### src/rtl/mc_window_sequencer_if.sv
`default_nettype none
// ============================================================================
// Module      : mc_window_sequencer_if
// Description : Handshake/bus bundle between the window sequencer and its
//               surroundings (s2p stage, window SRAM, calc stage).
//               With MC_SEQ_RD_STALL_EN defined the bundle also carries the
//               read-stall request from the calc stage.
// Revision    : 1.0  initial release
// ============================================================================
interface mc_window_sequencer_if #(
    parameter int ADDR_W = 8
);

    // Control inputs towards the sequencer
    logic              run;
    logic              pix_valid;
`ifdef MC_SEQ_RD_STALL_EN
    logic              rd_stall;
`endif

    // Sequencer outputs
    logic              s2p_en;
    logic              wr_en;
    logic [ADDR_W-1:0] wr_addr;
    logic              rd_en;
    logic [ADDR_W-1:0] rd_addr;
    logic              calc_en;
    logic              pass_done;
    logic              err_drop;

    // Environment side: drives control, observes strobes and addresses
    modport master (
        output run,
        output pix_valid,
`ifdef MC_SEQ_RD_STALL_EN
        output rd_stall,
`endif
        input  s2p_en,
        input  wr_en,
        input  wr_addr,
        input  rd_en,
        input  rd_addr,
        input  calc_en,
        input  pass_done,
        input  err_drop
    );

    // Sequencer side
    modport slave (
        input  run,
        input  pix_valid,
`ifdef MC_SEQ_RD_STALL_EN
        input  rd_stall,
`endif
        output s2p_en,
        output wr_en,
        output wr_addr,
        output rd_en,
        output rd_addr,
        output calc_en,
        output pass_done,
        output err_drop
    );

endinterface : mc_window_sequencer_if
`default_nettype wire

### src/rtl/mc_window_sequencer.sv
`default_nettype none
// ============================================================================
// Module      : mc_window_sequencer
// Description : Motion-compensation search-window controller. Fills a
//               WIN*WIN circular window SRAM from the s2p stage, then scans
//               a BLK*BLK sub-window (offset OFS) for the calc stage. After
//               the first pass each pass refills UPD pixels and moves the
//               read origin to the oldest entry, wrapping modulo WIN*WIN.
//               Optional feature macro: MC_SEQ_RD_STALL_EN (adds rd_stall,
//               which freezes the scan while asserted in READ).
// Revision    : 1.0  initial release
// ============================================================================
module mc_window_sequencer #(
    parameter int WIN    = 5,
    parameter int BLK    = 3,
    parameter int OFS    = 1,
    parameter int UPD    = 5,
    parameter int ADDR_W = 8
) (
    input  logic                  clk,
    input  logic                  rst,
    mc_window_sequencer_if.slave  sif
);

    // ------------------------------------------------------------------------
    // Constants
    // ------------------------------------------------------------------------
    localparam int                c_DEPTH    = WIN * WIN;
    localparam int                c_RC_W     = (BLK > 1) ? $clog2(BLK) : 1;
    localparam logic [ADDR_W-1:0] c_LAST_PTR = ADDR_W'(c_DEPTH - 1);
    localparam logic [ADDR_W-1:0] c_LAST_UPD = ADDR_W'(UPD - 1);
    localparam logic [c_RC_W-1:0] c_LAST_RC  = c_RC_W'(BLK - 1);
    localparam logic [ADDR_W:0]   c_DEPTH_X  = (ADDR_W + 1)'(c_DEPTH);

    localparam logic [2:0] c_ST_IDLE   = 3'd0;
    localparam logic [2:0] c_ST_FILL   = 3'd1;
    localparam logic [2:0] c_ST_READ   = 3'd2;
    localparam logic [2:0] c_ST_DRAIN  = 3'd3;
    localparam logic [2:0] c_ST_STREAM = 3'd4;

    // ------------------------------------------------------------------------
    // Declarations
    // ------------------------------------------------------------------------
    logic [2:0]        r_state;
    logic [2:0]        w_state_nxt;

    logic [ADDR_W-1:0] r_wr_ptr;
    logic [ADDR_W-1:0] r_origin;
    logic [ADDR_W-1:0] r_pix_cnt;
    logic [c_RC_W-1:0] r_row;
    logic [c_RC_W-1:0] r_col;
    logic              r_calc_en;
    logic              r_pass_done;
    logic              r_err_drop;

    logic              w_stall;
    logic              w_s2p_en;
    logic              w_rd_active;
    logic              w_rd_en;
    logic              w_pix_acc;
    logic              w_last_pix;
    logic              w_scan_last;
    logic [ADDR_W-1:0] w_wr_ptr_nxt;
    logic [ADDR_W:0]   w_ofs;
    logic [ADDR_W:0]   w_sum;
    logic [ADDR_W-1:0] w_rd_addr;

`ifdef MC_SEQ_RD_STALL_EN
    assign w_stall = sif.rd_stall;
`else
    assign w_stall = 1'b0;
`endif

    // ------------------------------------------------------------------------
    // Shared conditions
    // ------------------------------------------------------------------------
    // A pixel is only taken while the s2p stage is enabled.
    assign w_pix_acc = sif.pix_valid & w_s2p_en;

    // Last pixel of the current fill (whole window) or refill (UPD pixels).
    assign w_last_pix = w_pix_acc &
                        (((r_state == c_ST_FILL)   && (r_pix_cnt == c_LAST_PTR)) ||
                         ((r_state == c_ST_STREAM) && (r_pix_cnt == c_LAST_UPD)));

    // Final raster position of the sub-window is being issued this cycle.
    assign w_scan_last = w_rd_en && (r_row == c_LAST_RC) && (r_col == c_LAST_RC);

    // Circular write pointer successor.
    assign w_wr_ptr_nxt = (r_wr_ptr == c_LAST_PTR) ? '0 : (r_wr_ptr + ADDR_W'(1));

    // ------------------------------------------------------------------------
    // Read address: origin plus in-window offset, one conditional wrap.
    // Both operands are below DEPTH, so a single subtract suffices.
    // ------------------------------------------------------------------------
    assign w_ofs = (ADDR_W + 1)'((OFS + int'(r_row)) * WIN + OFS + int'(r_col));
    assign w_sum = {1'b0, r_origin} + w_ofs;
    assign w_rd_addr = (w_sum >= c_DEPTH_X) ? ADDR_W'(w_sum - c_DEPTH_X)
                                            : ADDR_W'(w_sum);

    // ------------------------------------------------------------------------
    // FSM
    // ------------------------------------------------------------------------
    // State register.
    always_ff @(posedge clk) begin
        if (rst) begin
            r_state <= c_ST_IDLE;
        end else begin
            r_state <= w_state_nxt;
        end
    end

    // Next-state logic; run is only consulted when a pass may (re)start.
    always_comb begin
        w_state_nxt = r_state;
        case (r_state)
            c_ST_IDLE: begin
                if (sif.run) begin
                    w_state_nxt = c_ST_FILL;
                end
            end
            c_ST_FILL: begin
                if (w_last_pix) begin
                    w_state_nxt = c_ST_READ;
                end
            end
            c_ST_READ: begin
                if (w_scan_last) begin
                    w_state_nxt = c_ST_DRAIN;
                end
            end
            c_ST_DRAIN: begin
                w_state_nxt = sif.run ? c_ST_STREAM : c_ST_IDLE;
            end
            c_ST_STREAM: begin
                if (w_last_pix) begin
                    w_state_nxt = c_ST_READ;
                end
            end
            default: begin
                w_state_nxt = c_ST_IDLE;
            end
        endcase
    end

    // State-decoded strobes.
    always_comb begin
        w_s2p_en    = 1'b0;
        w_rd_active = 1'b0;
        w_rd_en     = 1'b0;
        case (r_state)
            c_ST_FILL,
            c_ST_STREAM: begin
                w_s2p_en = 1'b1;
            end
            c_ST_READ: begin
                w_rd_active = 1'b1;
                w_rd_en     = ~w_stall;
            end
            default: begin
                w_s2p_en    = 1'b0;
                w_rd_active = 1'b0;
                w_rd_en     = 1'b0;
            end
        endcase
    end

    // ------------------------------------------------------------------------
    // Datapath registers
    // ------------------------------------------------------------------------
    // Write side: pointer, per-pass pixel count and next read origin.
    always_ff @(posedge clk) begin
        if (rst) begin
            r_wr_ptr  <= '0;
            r_origin  <= '0;
            r_pix_cnt <= '0;
        end else begin
            if (r_state == c_ST_IDLE) begin
                r_pix_cnt <= '0;
            end
            if (w_pix_acc) begin
                r_wr_ptr <= w_wr_ptr_nxt;
                if (w_last_pix) begin
                    r_pix_cnt <= '0;
                    // Oldest entry of the window is where the next write lands.
                    r_origin  <= w_wr_ptr_nxt;
                end else begin
                    r_pix_cnt <= r_pix_cnt + ADDR_W'(1);
                end
            end
        end
    end

    // Raster scan counters; they hold during a stall and wrap to 0 at the end.
    always_ff @(posedge clk) begin
        if (rst) begin
            r_row <= '0;
            r_col <= '0;
        end else if (w_rd_en) begin
            if (r_col == c_LAST_RC) begin
                r_col <= '0;
                r_row <= (r_row == c_LAST_RC) ? '0 : (r_row + c_RC_W'(1));
            end else begin
                r_col <= r_col + c_RC_W'(1);
            end
        end
    end

    // Status: calc alignment, end-of-pass pulse and sticky drop flag.
    always_ff @(posedge clk) begin
        if (rst) begin
            r_calc_en   <= 1'b0;
            r_pass_done <= 1'b0;
            r_err_drop  <= 1'b0;
        end else begin
            r_calc_en   <= w_rd_en;
            r_pass_done <= (r_state == c_ST_DRAIN);
            if (sif.pix_valid && !w_s2p_en) begin
                r_err_drop <= 1'b1;
            end
        end
    end

    // ------------------------------------------------------------------------
    // Outputs
    // ------------------------------------------------------------------------
    assign sif.s2p_en    = w_s2p_en;
    assign sif.wr_en     = w_pix_acc;
    assign sif.wr_addr   = r_wr_ptr;
    assign sif.rd_en     = w_rd_en;
    assign sif.rd_addr   = w_rd_active ? w_rd_addr : '0;
    assign sif.calc_en   = r_calc_en;
    assign sif.pass_done = r_pass_done;
    assign sif.err_drop  = r_err_drop;

endmodule : mc_window_sequencer
`default_nettype wire

### src/flat_wrapper.sv
// flat-port wrapper written by rule: the top's interface ports become plain ports
module mc_window_sequencer_flat 
#(
    parameter int WIN    = 5,
    parameter int BLK    = 3,
    parameter int OFS    = 1,
    parameter int UPD    = 5,
    parameter int ADDR_W = 8
)
  (clk, rst, sif_run, sif_pix_valid, sif_s2p_en, sif_wr_en, sif_wr_addr, sif_rd_en, sif_rd_addr, sif_calc_en, sif_pass_done, sif_err_drop);
  mc_window_sequencer_if #(.ADDR_W(ADDR_W)) sif_i ();
  input  logic clk;
  input  logic rst;
  input wire logic [$bits(sif_i.run)-1:0] sif_run;
  input wire logic [$bits(sif_i.pix_valid)-1:0] sif_pix_valid;
  output wire logic [$bits(sif_i.s2p_en)-1:0] sif_s2p_en;
  output wire logic [$bits(sif_i.wr_en)-1:0] sif_wr_en;
  output wire logic [$bits(sif_i.wr_addr)-1:0] sif_wr_addr;
  output wire logic [$bits(sif_i.rd_en)-1:0] sif_rd_en;
  output wire logic [$bits(sif_i.rd_addr)-1:0] sif_rd_addr;
  output wire logic [$bits(sif_i.calc_en)-1:0] sif_calc_en;
  output wire logic [$bits(sif_i.pass_done)-1:0] sif_pass_done;
  output wire logic [$bits(sif_i.err_drop)-1:0] sif_err_drop;
  assign sif_i.run = sif_run;
  assign sif_i.pix_valid = sif_pix_valid;
  assign sif_s2p_en = sif_i.s2p_en;
  assign sif_wr_en = sif_i.wr_en;
  assign sif_wr_addr = sif_i.wr_addr;
  assign sif_rd_en = sif_i.rd_en;
  assign sif_rd_addr = sif_i.rd_addr;
  assign sif_calc_en = sif_i.calc_en;
  assign sif_pass_done = sif_i.pass_done;
  assign sif_err_drop = sif_i.err_drop;
  mc_window_sequencer #(.WIN(WIN), .BLK(BLK), .OFS(OFS), .UPD(UPD), .ADDR_W(ADDR_W)) u_core (.clk(clk), .rst(rst), .sif(sif_i));
endmodule
### config.mk
export PLATFORM = sky130hd
export DESIGN_NAME = mc_window_sequencer_flat
export DESIGN_NICKNAME = d
export VERILOG_FILES = /design/src/rtl/mc_window_sequencer_if.sv /design/src/rtl/mc_window_sequencer.sv /design/src/flat_wrapper.sv
export SDC_FILE = /design/constraint.sdc
export NUM_CORES = 1
export LEC_CHECK = 0
export ABC_AREA = 1
export ABC_CLOCK_PERIOD_IN_PS = 3880
export BUFFER_PORTS_ARGS = -buffer_cell sky130_fd_sc_hd__buf_2
export CAP_MARGIN = 20
export CELL_PAD_IN_SITES_DETAIL_PLACEMENT = 0
export CELL_PAD_IN_SITES_GLOBAL_PLACEMENT = 1
export CORE_MARGIN = 2
export CORE_UTILIZATION = 30
export DETAILED_ROUTE_END_ITERATION = 16
export PLACE_DENSITY_LB_ADDON = 0.05
export SLEW_MARGIN = 20
export SYNTH_ARGS = -nofsm -noshare
export SYNTH_HDL_FRONTEND = slang
export SYNTH_SLANG_ARGS = --single-unit
### constraint.sdc
create_clock -name clk -period 3.88 [get_ports clk]
set_input_delay 0.582 -clock clk [delete_from_list [all_inputs] [get_ports clk]]
set_output_delay 0.582 -clock clk [all_outputs]
set_load 0.01 [all_outputs]
==> reports/results.ini <==
[logic_synthesis]
yosysWarnings=0
synth-simple-area-share_pct=36.9
yosysUniqueCellTypes=43
synth_common_cells=82 x nand2_1, 48 x inv_1, 35 x nor2_1, 34 x dfxtp_1
ys.flop_type=dfxtp_1
syn_inst=383
synth_top_family_by_area=simple AND/OR/NAND/NOR gates
synth.ff_latch_count=34
syn_area_per_cell_um2=6.97
synth_compound_area_share_pct=14.0
synth-xor-area-share_pct=2.58
synth_top_area_share_pct=25.5
yosysMostFrequentCell=nand2_1
synth_nets=409
synth_mux_area_share_pct=0
async_flop_share_pct=0
synth.largest_area_cell=dfxtp_1
synth_edf_count=0
yosysSeqAreaShare_pct=25.5
synth_fa_ha_area_share_pct=10.9
syn-cell-area_um2=2670
netlist_top_cells_area=dfxtp_1 26%, nand2_1 12%, ha_1 9.4%

[clocking]
htreeDepth=2
cts_made_buffers=5
cts_sinks=34
cts.clk_slew.worst_paths_ns=0.07
cts_hold_buf=0
cts-root-buf=clkbuf_8
cts.path.max_buffers=2
cts_tree=built
worstSkewPairLatency_ns=0.28

[cells_and_area]
synthToLayoutAreaGrowth_pct=15.7
drive_above_1_share_pct=24.2
insertedDiodeCount=0
design_area_um2=3090
nets=438
post-route-util_pct=35.6
nFillCells=957

[power]
intPower_uw=735
p_sw_share_pct=40.3
clock_power_share_pct=25.2
p_leak_uw=0.00143
p_comb_share_pct=37.9
power.total_uw=1230
power_switching_uw=496
seqPwrFrac_pct=36.9
ir_drop_mv=0.174
p_per_area_nw_per_um2=399

[place]
dp_hpwl_um=5040
place.gp.congestion=0.769
portBuffers=25
dpl_cell_area_um2=2890

[drt]
drt_iter0_markers=53
detail_route.drc_violations=0
vias_per_cell=4.69
vias=2443
dr.pass1.iters=4
wl_um=6500
wl_per_cell_um=12.5
ant_nets=0

[setup_path]
worst_path_most_repeated_cell=ha_2
cp_max_fo=6
crit_type=reg -> out
end_kind=output port
crit_slowest_cell=fa_2
start_kind=flip-flop
worstPathArrival_ns=3.13
required_ns=3.30
slowest_delay_ns=0.58
path_cells=buf_4, ha_4, xnor2_1, xor2_1, ha_2, fa_2, inv_2, ha_2, nand3b_1, nand3_2, nand3_4, o21bai_1, nand2_1, nor2_1, buf_2

[sta]
fin_crit_ns=3.71
worst_slew_margin_rel_pct=66.1
post-route-period-util_pct=95.6
finalHoldViolations=0
clock_skew_ns=0.00361
worstMarginPinSlew_ns=0.509
finalSetupViolCount=0
fin_tns_setup_ns=0
clock.fmax_ghz=0.270
drv_slew=0

[floorplanning]
die-area_um2=9670
core_area_um2=8680
rows=34
io_pins=26
dieWidth_um=98.3
initial_utilization_pct=30.8
die_h_um=98.3

[job]
max-cap-violations=0

[global_route]
antenna_found_initial=0
gr-total-overflow=0
grt_usage_pct=13.4
grt_pass1_vias=2262
grt_max_degree=20
grt_pass1_wl_um=10700

[hold_path]
hp-class=reg -> reg

[outcome]
outcome=finished clean

-- power groups by stage --
stage	combinational, uW	sequential [uW]	clock, uW
after floorplan	327	465	0
after global placement	475	463	0
after detailed placement	470	463	0
after CTS	472	454	323
after global routing	523	464	339
final	467	454	310
-- routing by layer --
metal | global-route usage [%] | up-vias | part of all wire, %
met5 | 0 | - | 0
met4 | 4.11 | 0 | 1.4
met3 | 1.93 | 7 | 1.8
met2 | 23.5 | 23 | 48
met1 | 16.9 | 1109 | 49
li1 | - | 1304 | -
-- what timing repair did --
action | CTS | global route
gates resized for setup | 4 | 15
buffers inserted | 0 | 2
pin swaps | 2 | 11
cloned | 0 | 0
endpoints found under the setup margin | 5 | 8
-- logic make-up (layout without fill, tap and decap cells) --
family / count (synthesis) / after routing
compound gates: 62 / 62
buf+inv: 62 / 92
fa+ha+maj: 22 / 22
simple gates: 196 / 196
flops: 34 / 34
xor+xnor: 7 / 7
-- critical path: cells and delay by family (launching register included) --
| family | cells | cell delay (ns) |
|---|---|---|
| buf+inv | 3 | 0.34 |
| flops | 1 | 0.33 |
| fa+ha+maj | 4 | 1.18 |
| simple gates | 5 | 0.54 |
| compound gates | 1 | 0.15 |
| xor+xnor | 2 | 0.31 |
-- layout make-up --
cell class / count / area (um2) / share of cell area (%)
Multi-Input combinational cell: 287 / 1790 / 58.0
Sequential cell: 34 / 683 / 22.1
Inverter: 55 / 214 / 6.93
Timing Repair Buffer: 29 / 155 / 5.03
Tap cell: 108 / 135 / 4.38
Clock buffer: 8 / 110 / 3.57
-- placed cells by master, fill, tap and decap left out, drive strengths merged --
master  count
a211oi      4
a21oi      33
a31o        1
buf        29
clkbuf      8
dfxtp      34
fa          2
ha         20
inv        55
nand2      95
nand3      36
nand3b      3
nand4       6
nor2       40
nor3       12
nor3b       2
nor4        1
o21ai      20
o21bai      4
or2         1
xnor2       2
xor2        5
-- state kept, by name, indices dropped and copies added, names as in the netlist --
| name | count |
|---|---|
| u_core.sif.pass_done | 1 |
| u_core.sif.err_drop | 1 |
| u_core.sif.wr_addr | 8 |
| u_core.r_pix_cnt | 8 |
| u_core.r_state | 3 |
| u_core.r_origin | 8 |
| u_core.r_row | 2 |
| u_core.sif.calc_en | 1 |
| u_core.r_col | 2 |
-- per-stage QoR --
| step | hold slack (ns) | std cells | worst slack, ns |
|---|---|---|---|
| finish | 0.448 | 521 | 0.172 |
| global route | 0.489 | 521 | -0.00183 |
| CTS | 0.451 | 519 | 0.00664 |
| detailed placement | 0.440 | 511 | 0.200 |
| global placement | 0.439 | 511 | 0.247 |
| floorplan | 0.451 | 383 | 0.406 |
-- path summary, 6_finish.rpt --
kind / start / to / slack, ns / depth (start not counted)
min: u_core.sif.err_drop / u_core.sif.err_drop / 0.45 / 2
min reg2reg: u_core.sif.err_drop / u_core.sif.err_drop / 0.45 / 2
max reg2reg: u_core.r_pix_cnt[0] / u_core.r_origin[7] / 2.18 / 8
max: u_core.r_row[0] / sif_rd_addr[4] / 0.17 / 15
No activity file was read; power rests on OpenSTA's default activity.
